## config.mk

```make
export PLATFORM = sky130hd
export DESIGN_NAME = gesture_power_timer_ctrl
export DESIGN_NICKNAME = d
export VERILOG_FILES = /design/src/rtl/gesture_power_timer_ctrl.sv
export SDC_FILE = /design/constraint.sdc
export NUM_CORES = 1
export LEC_CHECK = 0
export CELL_PAD_IN_SITES_DETAIL_PLACEMENT = 1
export CELL_PAD_IN_SITES_GLOBAL_PLACEMENT = 2
export CORE_MARGIN = 10
export CORE_UTILIZATION = 30
export DETAILED_ROUTE_END_ITERATION = 10
export GPL_TIMING_DRIVEN = 0
export PLACE_DENSITY = 0.69
export SLEW_MARGIN = 15
export SYNTH_ARGS = -nofsm -noshare
export SYNTH_HDL_FRONTEND = slang
export SYNTH_SLANG_ARGS = --single-unit
export TNS_END_PERCENT = 5
```

## constraint.sdc

```tcl
create_clock -name clk -period 2.9 [get_ports clk]
set_input_delay 0.29 -clock clk [delete_from_list [all_inputs] [get_ports clk]]
set_output_delay 0.29 -clock clk [all_outputs]
set_load 0.01 [all_outputs]
```

## src/rtl/gesture_power_timer_ctrl.sv

```systemverilog
// gesture_power_timer_ctrl
// Two-gesture power switch for the range hood with a built-in confirmation
// window countdown and a single seven-segment digit.
//
// Ports:
//   clk            system clock
//   reset          asynchronous active-low reset
//   time_select    window duration select (latched when a window is armed)
//   gesture_left   debounced single-cycle left gesture pulse
//   gesture_right  debounced single-cycle right gesture pulse
//   power_state    1 = hood powered (ON / ARM_OFF)
//   window_active  1 while a confirmation window is armed
//   remaining_sec  whole seconds left in the armed window, 0 otherwise
//   tub_segments   {a,b,c,d,e,f,g,dp}, active-high
//   tub_select     digit enable, held at 1
module gesture_power_timer_ctrl #(
  parameter int unsigned CLK_FREQ = 100000000,
  parameter int unsigned TIME_0   = 2,
  parameter int unsigned TIME_1   = 5,
  parameter int unsigned TIME_2   = 7,
  parameter int unsigned TIME_3   = 9
) (
  input  logic       clk,
  input  logic       reset,
  input  logic [1:0] time_select,
  input  logic       gesture_left,
  input  logic       gesture_right,
  output logic       power_state,
  output logic       window_active,
  output logic [3:0] remaining_sec,
  output logic [7:0] tub_segments,
  output logic       tub_select
);

  localparam int unsigned PW = (CLK_FREQ > 1) ? $clog2(CLK_FREQ) : 1;
  localparam logic [PW-1:0] PRESC_MAX = PW'(CLK_FREQ - 1);

  typedef enum logic [1:0] {
    ST_OFF     = 2'd0,
    ST_ARM_ON  = 2'd1,
    ST_ON      = 2'd2,
    ST_ARM_OFF = 2'd3
  } state_e;

  // Window length for a given selector value.
  function automatic logic [3:0] dur_of(input logic [1:0] sel);
    case (sel)
      2'b00:   dur_of = 4'(TIME_0);
      2'b01:   dur_of = 4'(TIME_1);
      2'b10:   dur_of = 4'(TIME_2);
      default: dur_of = 4'(TIME_3);
    endcase
  endfunction

  // Digit to segment pattern; anything above 9 blanks the digit.
  function automatic logic [7:0] seg_lut(input logic [3:0] v);
    case (v)
      4'd0:    seg_lut = 8'b1111_1100;
      4'd1:    seg_lut = 8'b0110_0000;
      4'd2:    seg_lut = 8'b1101_1010;
      4'd3:    seg_lut = 8'b1111_0010;
      4'd4:    seg_lut = 8'b0110_0110;
      4'd5:    seg_lut = 8'b1011_0110;
      4'd6:    seg_lut = 8'b1011_1110;
      4'd7:    seg_lut = 8'b1110_0000;
      4'd8:    seg_lut = 8'b1111_1110;
      4'd9:    seg_lut = 8'b1110_0110;
      default: seg_lut = 8'b0000_0000;
    endcase
  endfunction

  state_e          state_q, state_d;
  logic [PW-1:0]   presc_q, presc_d;
  logic [3:0]      rem_q, rem_d;
  logic            power_q, power_d;
  logic            win_q, win_d;
  logic [7:0]      seg_q, seg_d;
  logic            sel_q;

  logic            left_only, right_only, armed, wrap, timeout;
  logic            arm_c;

  // Both pulses high in one cycle count as no gesture.
  assign left_only  = gesture_left & ~gesture_right;
  assign right_only = gesture_right & ~gesture_left;
  assign armed      = (state_q == ST_ARM_ON) || (state_q == ST_ARM_OFF);
  assign wrap       = armed && (presc_q == PRESC_MAX);
  assign timeout    = wrap && (rem_q == 4'd1);

  // State register.
  always_ff @(posedge clk or negedge reset) begin
    if (!reset) state_q <= ST_OFF;
    else        state_q <= state_d;
  end

  // Next state; completing gestures and re-arms take priority over timeout.
  always_comb begin
    state_d = state_q;
    arm_c   = 1'b0;
    case (state_q)
      ST_OFF: begin
        if (left_only) begin
          state_d = ST_ARM_ON;
          arm_c   = 1'b1;
        end
      end
      ST_ARM_ON: begin
        if (right_only)     state_d = ST_ON;
        else if (left_only) arm_c   = 1'b1;
        else if (timeout)   state_d = ST_OFF;
      end
      ST_ON: begin
        if (right_only) begin
          state_d = ST_ARM_OFF;
          arm_c   = 1'b1;
        end
      end
      ST_ARM_OFF: begin
        if (left_only)       state_d = ST_OFF;
        else if (right_only) arm_c   = 1'b1;
        else if (timeout)    state_d = ST_ON;
      end
      default: state_d = ST_OFF;
    endcase
  end

  // Output / datapath next values; leaving an armed state clears the window.
  always_comb begin
    presc_d = '0;
    rem_d   = '0;
    if (arm_c) begin
      rem_d = dur_of(time_select);
    end else if ((state_d == ST_ARM_ON) || (state_d == ST_ARM_OFF)) begin
      if (wrap) begin
        rem_d = rem_q - 4'd1;
      end else begin
        presc_d = presc_q + PW'(1);
        rem_d   = rem_q;
      end
    end
    power_d = (state_d == ST_ON) || (state_d == ST_ARM_OFF);
    win_d   = (state_d == ST_ARM_ON) || (state_d == ST_ARM_OFF);
    // Display is driven from registered values, hence one extra cycle.
    seg_d   = seg_lut(win_q ? rem_q : dur_of(time_select));
  end

  // Output and datapath registers.
  always_ff @(posedge clk or negedge reset) begin
    if (!reset) begin
      presc_q <= '0;
      rem_q   <= '0;
      power_q <= 1'b0;
      win_q   <= 1'b0;
      seg_q   <= seg_lut(4'(TIME_1));
      sel_q   <= 1'b1;
    end else begin
      presc_q <= presc_d;
      rem_q   <= rem_d;
      power_q <= power_d;
      win_q   <= win_d;
      seg_q   <= seg_d;
      sel_q   <= 1'b1;
    end
  end

  assign power_state   = power_q;
  assign window_active = win_q;
  assign remaining_sec = rem_q;
  assign tub_segments  = seg_q;
  assign tub_select    = sel_q;

endmodule

```

Word-level counts from Yosys, hierarchy flattened
Memory sizes are Yosys's and may differ from the RTL's. A register that Yosys moved wholly into a read port is not among the register bits.
Index checks and enable logic that the tools add are counted.
{"block": "word_totals", "reg_bits": 43, "mem_bits_ro": 112, "out_inout_bits": 15, "mem_count": 1}
{"block": "op_classes", "addsub": 2, "n_eq_ne": 11, "n_mux": 22, "bitwise_logic": 4, "n_reduce_logical": 8}
{"name": "(name not given)", "depth": 16, "word_bits": 7, "rd": 1, "rd_ports_with_merged_regs": 1, "write_ports": 0, "line": "57", "text": "case (v)"}
{"operator": "27-bit two-way mux", "n": 3}
{"operator": "27-bit by 1-bit adder with 27-bit output, second input constant", "n": 1}
{"operator": "27-bit == test, second input constant", "n": 1}
{"operator": "2-bit two-way mux", "n": 8}
{"operator": "4-bit two-way mux", "n": 4}
{"operator": "4-bit one-hot mux with 3 select lines", "n": 1}
{"operator": "2-bit == test, second input constant", "n": 5}
{"operator": "2-bit one-hot mux with 4 select lines", "n": 1}
{"operator": "2-bit by 1-bit == test with 1-bit output, second input constant", "n": 3}
{"operator": "4-bit by 1-bit == test with 1-bit output, second input constant", "n": 1}
{"operator": "2-bit logical NOT", "n": 2}
{"operator": "1-bit two-way mux", "n": 4}
{"operator": "1-bit one-hot mux with 4 select lines", "n": 1}
{"operator": "4-bit by 1-bit subtractor with 4-bit output, second input constant", "n": 1}
{"operator": "1-bit logical OR", "n": 3}
{"operator": "3-bit by 1-bit inequality test with 1-bit output, second input constant", "n": 1}
{"operator": "1-bit bitwise AND", "n": 2}
{"operator": "1-bit logical AND", "n": 2}
{"operator": "1-bit NOT", "n": 2}
{"operator": "1-bit logical NOT", "n": 1}

Depth between registers and ports, before layout
Gate-level depths: netlist of run 1.
{"block": "depth", "depth_word": 12, "depth_mapped": 9, "depth_no_buf": 9}

Worst setup path before layout of run 1
OpenSTA, ideal clock, no wires.
{"block": "synth_path", "kind": "register -> register", "start": "register presc_q[0]", "end": "register rem_q[0], in the netlist remaining_sec[0]", "setup_time_ns": 0.090, "arrival_time_ns": 1.688, "t_required_ns": 2.810, "setup_slack_ns": 1.122, "path_stages_with_launch": 6, "n_path_buf": 0, "synth_period_minus_slack_ns": 1.778, "path_cell_list": "dfrtp_1 -> ha_1 -> nand3_2 -> or3_4 -> or4_1 -> o221ai_1"}
{"block": "synth_via", "elab_chain_len": 11}
{"element": "from (decl)", "line": "73", "text": "logic [PW-1:0] presc_q, presc_d;"}
{"element": "from (signal assigned)", "line": "157", "text": "presc_q <= presc_d;"}
{"element": "27-bit == test (*)", "line": "87", "text": "assign wrap = armed && (presc_q == PRESC_MAX);"}
{"element": "1-bit logical AND (*)", "line": "87"}
{"element": "1-bit logical AND", "line": "88", "text": "assign timeout = wrap && (rem_q == 4'd1);"}
{"element": "2-bit two-way mux, on equally long branches", "line": "121, 110"}
{"element": "2-bit two-way mux, on equally long branches", "line": "120, 109"}
{"element": "2-bit two-way mux, on equally long branches", "line": "119, 108"}
{"element": "2-bit one-hot mux with 4 select lines", "line": "100", "text": "case (state_q)"}
{"element": "2-bit by 1-bit == test with 1-bit output / 2-bit == test (equally long branches)", "line": "133", "text": "end else if ((state_d == ST_ARM_ON) || (state_d == ST_ARM_OFF)) begin"}
{"element": "1-bit logical OR", "line": "133"}
{"element": "4-bit two-way mux", "line": "133"}
{"element": "4-bit two-way mux", "line": "131", "text": "if (arm_c) begin"}
{"element": "to (signal assigned)", "line": "158", "text": "rem_q <= rem_d;"}
{"element": "to (decl)", "line": "74", "text": "logic [3:0] rem_q, rem_d;"}
Every way passes the cells marked *; elsewhere a longest branch is shown, timed or not.
A chain may end at the register's enable or synchronous reset.

Worst setup path after layout of run 1
{"block": "layout_path", "start": "register presc_q[0]", "end": "register presc_q[9]"}
{"block": "layout_via", "elab_chain_len": 11}
{"element": "27-bit == test", "line": "87"}
{"element": "1-bit logical AND", "line": "87"}
{"element": "1-bit logical AND", "line": "88"}
{"element": "2-bit two-way mux, on equally long branches", "line": "121, 110"}
{"element": "2-bit two-way mux, on equally long branches", "line": "120, 109"}
{"element": "2-bit two-way mux, on equally long branches", "line": "119, 108"}
{"element": "2-bit one-hot mux with 4 select lines", "line": "100"}
{"element": "2-bit by 1-bit == test with 1-bit output / 2-bit == test (equally long branches)", "line": "133"}
{"element": "1-bit logical OR", "line": "133"}
{"element": "27-bit two-way mux (*)", "line": "133"}
{"element": "27-bit two-way mux (*)", "line": "131"}
{"element": "named net presc_d[9]", "line": "73"}
Mark *: on every way through the listed nets, which the timed path passes. The rest lies on a longest branch.

==> results of run 1 <==
-- power by group --
part	total [mW]	internal [mW]	switching (mW)
logic	0.706	0.318	0.388
registers	0.775	0.707	0.0681
clock network	0.409	0.193	0.217
-- layer usage --
layer  wire length [µm]  up-vias  part of all wire, %  global-route usage, %
met2               3220       27                   47                   17.4
met3                231        6                  3.4                   2.52
met5                  0        -                    0                      0
li1                   -     1034                    -                      -
met4                 78        0                  1.1                   2.83
met1               3280     1084                   48                   14.8
-- sequential cells by signal, summed over array words and instances, names as in the netlist --
| name | flops |
|---|---|
| remaining_sec | 4 |
| power_state | 1 |
| presc_q | 27 |
| window_active | 1 |
| state_q | 2 |
| tub_segments | 7 |
-- stage by stage --
step | cell area, µm² | hold slack [ns] | utilization (%) | cells | setup slack, ns
6_report | 2930 | 0.480 | 35.9 | 398 | 0.675
5_1_grt | 2930 | 0.515 | 35.9 | 398 | 0.472
4_1_cts | 2930 | 0.495 | 35.9 | 398 | 0.625
3_5_place_dp | 2830 | 0.282 | 34.6 | 389 | 0.621
3_3_place_gp | 2820 | 0.475 | 34.4 | 388 | 0.226
2_1_floorplan | 2500 | -0.00559 | - | 265 | 1.12
-- cell families after synthesis --
| family | share of synthesized area (%) |
|---|---|
| adders and majority gates | 6.00 |
| buffers and inverters | 4.85 |
| DFF | 42.2 |
| AOI/OAI and AO/OA | 16.7 |
| xor gates and xnor gates | 3.85 |
| muxes | 2.10 |
| other | 0.300 |
| and+or+nand+nor | 24.0 |
-- area by class of cell --
type	instances	area [µm²]	area share [%]
multi-input cells	196	1330	45.2
clock inverters	1	5.00	0.171
repair buffers	20	205	7.00
inverters	15	56.3	1.92
plain buffers	12	65.1	2.22
clock buffers	7	86.3	2.94
well taps	105	131	4.48
flip-flops and latches	42	1060	36.1
-- worst register-to-register path, cell delays in order (launching register included) --
cell and delay (ns):
dfrtp_1 0.40, ha_1 0.21, nand3_2 0.24, or3_4 0.49, o21ai_1 0.36, buf_2 0.33, nor2_1 0.08
-- how the worst max path moves through the flow --
stage	from	to	slack, ns	cells after the start
2_1_floorplan	presc_q[0]$_DFF_PN0_	remaining_sec[0]$_DFFE_PN0P_	1.12	5
3_3_place_gp	reset	presc_q[16]$_DFF_PN0_	0.23	1
3_5_place_dp	time_select[1]	tub_segments[7]$_DFF_PN1_	0.62	7
4_1_cts	presc_q[0]$_DFF_PN0_	presc_q[5]$_DFF_PN0_	0.62	6
6_report	presc_q[0]$_DFF_PN0_	presc_q[9]$_DFF_PN0_	0.67	6
5_1_grt	presc_q[0]$_DFF_PN0_	presc_q[23]$_DFF_PN0_	0.47	6
-- cells in the final DEF (no fill, tap or decap), types with 2 or more instances in the layout --
cell and count:
o21ai_1 2, a311oi_1 2, o22ai_1 4, nor3b_1 2
o32a_1 2, and3_1 2, xnor2_1 4, buf_2 4
xor2_1 7, a31oi_1 8, o211ai_1 2, clkdlybuf4s50_1 17
clkbuf_1 6, nand2b_1 3, dfstp_2 5, nand4_1 6
and4_1 5, mux2_2 2, clkbuf_8 6, o31ai_1 4
nor3_1 7, or4_1 8, and4_4 2, dfrtp_1 37
mux2i_1 3, buf_4 2, nor2_1 18, o221ai_1 6
nand4_2 2, a21o_1 3, a22oi_1 3, inv_1 15
a21oi_1 12, ha_1 12, conb_1 2, nand3_1 10
nand2_1 26, o21ai_0 8, or3_1 4
-- what timing repair did --
item,4_1_cts,5_1_grt
buffers inserted,0,0
hold buffers,1,0
hold endpoints to repair,14,0
==> metrics.cfg, run 1 <==
[power]
power_density_nw_per_um2=645
p_total_mw=1.89
ir_drop_mv=0.176
leakage_nw=1.21

[floorplanning]
ios=21
rows=33
core_um2=8180
die_y_um=111
die_area_um2=12400
start_util_pct=30.6
die_width_um=111

[critical_path]
rr_worst_depth=6
cp_data_arrival_time_ns=2.41
slowest_delay_ns=0.49
worstReg2RegStart=presc_q[0]$_DFF_PN0_
reg2reg_to=presc_q[9]$_DFF_PN0_
crit_fanout=10
crit_chain=ha_1 -> nand3_2 -> or3_4 -> o21ai_1 -> buf_2 -> nor2_1
critPathTopFamily=simple AND/OR/NAND/NOR gates
rrSetupSlack_ns=0.67
cp-start-kind=flip-flop
critPathSlowestCell=or3_4
path_class=flip-flop to flip-flop
required_ns=3.08
critPathCaptureType=flip-flop
path_buf_inv=1

[routing]
via_per_inst=5.40
vias=2151
drc_errors=0
drtIter0Drc=59
wl_um=6810
avgRoutedWirePerCell_um=17.1
ant_nets=0
drtPass1Iterations=4

[sta]
fmax_ghz=0.449
hold_viol=0
setup_viol=0
tns_ns=0
skew_ns=0.00563
worst_slew_margin_rel_pct=61.2
period_minus_slack_ns=2.23
fin_crit_sh_pct=76.7
rsz0062_at_grt=no
final_max_slew_viol_count=0
tightest_slew_ns=0.582

[layout]
fillerInstances=971
final_nets=310
drive_gt1_share_pct=11.6
diodes=0
syn_to_final_growth_pct=17.1

[place]
dp_hpwl_um=4920
port_buffers=18
place.gp.congestion=0.743

[global_routing]
grt_overflow=0
grt_first_pass_wirelength_um=11600
grt_max_degree=26
antenna_found_initial=0
grt_pass1_vias=2173
grt_usage_pct=11.0

[synth]
synthArstFlopShare_pct=100
synthTopCellsByArea=dfrtp_1, ha_1, dfstp_2
ys_warn_count=0
synth_seq_area_share_pct=42.2
ys_types=54
synth_common_cells=dfrtp_1, nand2_1, nor2_1
yosysTopAreaCell=dfrtp_1
postSynthCellCount=265
postSynthAreaPerCell_um2=9.45
ys_ff_latch=42
synth_edf_count=0
synthesis.area_um2=2500
synth_nets=283
synth_top_area_share_pct=37.0
yosysMostFrequentCell=dfrtp_1
synthFlopType=dfrtp_1

[cts]
cts_buffer_depth=2
root_buffer=clkbuf_8
cts_buffers=5
cts_sinks=42
ctsResizeCount=0
clk_pin_slew_worst_paths_ns=0.08
cts_max_level=2
cts_tree=built
clk_latency_ns=0.30

[hold_path]
hp-class=input port to async pin

[outcome]
status=finished clean

[job]
cap_violations=0

Power figures use the tool's default switching activity.
==> inputs of run 2 (changes only) <==
Settings changed: PLACE_DENSITY 0.69 to 0.72.
Clock period 2.9 ns to 2 ns, I/O delays scaled along.
==> run 2 against run 1 <==
Global-route usage barely moved. Clock skew rose by 0.013 ns. Combinational power rose by 49%. Setup slack got worse by 0.60 ns. Critical path depth fell by 2. Maximum frequency rose by 15%. Critical path type unchanged. Largest cell class unchanged. Highest routed layer unchanged.
==> metrics.cfg, run 2 (same netlist as run 1, synthesis figures left out) <==
[critical_path]
critPathTopFamily=simple AND/OR/NAND/NOR gates
path_class=flip-flop to flip-flop
cp-start-kind=flip-flop
path_buf_inv=0
crit_fanout=10
critPathCaptureType=flip-flop
required_ns=2.22
crit_chain=nand4_2 -> or3_4 -> or4_1 -> o221ai_1
critPathSlowestCell=or3_4
slowest_delay_ns=0.48
cp_data_arrival_time_ns=2.15

[routing]
drc_errors=0
drtIter0Drc=68
vias=2118
ant_nets=0
avgRoutedWirePerCell_um=17.0
via_per_inst=5.32
drtPass1Iterations=4
wl_um=6780

[sta]
final_max_slew_viol_count=0
fin_crit_sh_pct=96.5
setup_viol=0
layout_setup_ws_ns=0.0700
tightest_slew_ns=0.563
fmax_ghz=0.518
skew_ns=0.0186
period_minus_slack_ns=1.93
worst_slew_margin_rel_pct=62.5
hold_viol=0
rsz0062_at_grt=yes

[hold_path]
hp-class=input port to async pin

[layout]
multi_input_area_um2=1360
final_nets=310
drive_gt1_share_pct=13.3
final_cells=398
largest_register=presc_q
diodes=0
final_common_cell=dfrtp_1
largest_reg_flops=27
final_cell_mix=dfrtp_1, nand2_1, nor2_1
ff_latch_area_um2=1060
syn_to_final_growth_pct=19.4
fillerInstances=960

[power]
leakage_nw=1.23
sw_frac_of_total_pct=34.4
seq_power_share_pct=39.3
p_sw_mw=0.987
p_clk_share_pct=24.2
ir_drop_mv=0.420
power_density_nw_per_um2=959
power.internal_mw=1.88
combPwrFrac_pct=36.6

[cts]
cts_sinks=42
clk_latency_ns=0.30
cts_tree=built
cts_buffer_depth=2
cts_buffers=5
clk_pin_slew_worst_paths_ns=0.09
cts_max_level=2
root_buffer=clkbuf_8

[floorplanning]
die_width_um=111
die_area_um2=12400
die_y_um=111
start_util_pct=30.6
rows=33
core_um2=8180
ios=21

[place]
place_ws_ns=-0.221
place_inst=389
place.gp.congestion=0.738
dp_hpwl_um=4860
port_buffers=18

[outcome]
status=finished clean

[global_routing]
antenna_found_initial=0
grt_max_degree=25
grt_first_pass_wirelength_um=11600
grt_overflow=0
grt_pass1_vias=2226
grt_usage_pct=11.0

[job]
cap_violations=0

-- run 2: changes by cell type in the layout (fill, tap and decap cells not counted), sizes merged --
cell | previous run | this run
buf | 8 | 9
bufinv | 0 | 1
clkbuf | 13 | 12
clkinv | 1 | 0
-- run 2: area by class of cell --
class,count,area share (%)
multi-input combinational,196,45.5
sequential,42,35.4
timing repair buffer,20,6.86
tap,105,4.39
clock buffer,7,2.55
buffer,12,2.43
inverter,15,1.88
clock inverter,1,1.00
-- run 2: final timing paths --
| check | start | slack, ns | cells past startpoint | to |
|---|---|---|---|---|
| hold reg to reg | presc_q[0]$_DFF_PN0_ | 0.49 | 1 | presc_q[0]$_DFF_PN0_ |
| min in group clk | presc_q[0]$_DFF_PN0_ | 0.49 | 1 | presc_q[0]$_DFF_PN0_ |
| setup / recovery | presc_q[22]$_DFF_PN0_ | 0.07 | 4 | remaining_sec[0]$_DFFE_PN0P_ |
| max in group asynchronous | reset | 1.02 | 3 | tub_segments[4]$_DFF_PN1_ |
| hold / removal | reset | 0.40 | 2 | remaining_sec[1]$_DFFE_PN0P_ |
| setup reg to reg | presc_q[22]$_DFF_PN0_ | 0.07 | 4 | remaining_sec[0]$_DFFE_PN0P_ |
-- run 2: per-stage QoR --
stage	area [µm²]	power [mW]	util (%)	setup TNS [ns]	hold slack, ns
floorplan	2500	1.74	-	0	-0.0956
global placement	2820	2.16	34.4	-25.14	0.477
detailed placement	2830	2.18	34.6	-3.53	0.198
CTS	2960	2.89	36.2	0	0.411
global route	2990	3.08	36.6	-0.274	0.429
finish	2990	2.87	36.6	0	0.397
-- run 2: repair_timing --
action	4_1_cts	5_1_grt
buffers inserted	0	0
gates resized for setup	3	9
endpoints found under the setup margin	11	30
hold buffers	1	0
hold endpoints to repair	16	0
pin swaps	0	1
-- run 2: power by group through the flow --
stage | clock network [mW] | logic [mW] | registers [mW]
global route | 0.747 | 1.18 | 1.15
global placement | 0 | 1.02 | 1.14
CTS | 0.715 | 1.05 | 1.13
detailed placement | 0 | 1.03 | 1.15
floorplan | 0 | 0.567 | 1.17
finish | 0.693 | 1.05 | 1.13
-- run 2: metal layers --
| layer | GRT usage, % | share of wire [%] | vias up |
|---|---|---|---|
| met5 | 0 | 0 | - |
| met4 | 2.23 | 1.0 | 0 |
| met3 | 2.47 | 4.7 | 6 |
| met2 | 18.6 | 48 | 36 |
| met1 | 14.0 | 46 | 1050 |
| li1 | - | - | 1026 |
==> inputs of run 3 (changes only) <==
Settings changed: CAP_MARGIN set to 10.
==> results of run 3 <==
No change in the layout: final DEF, timing and power equal those of run 2.
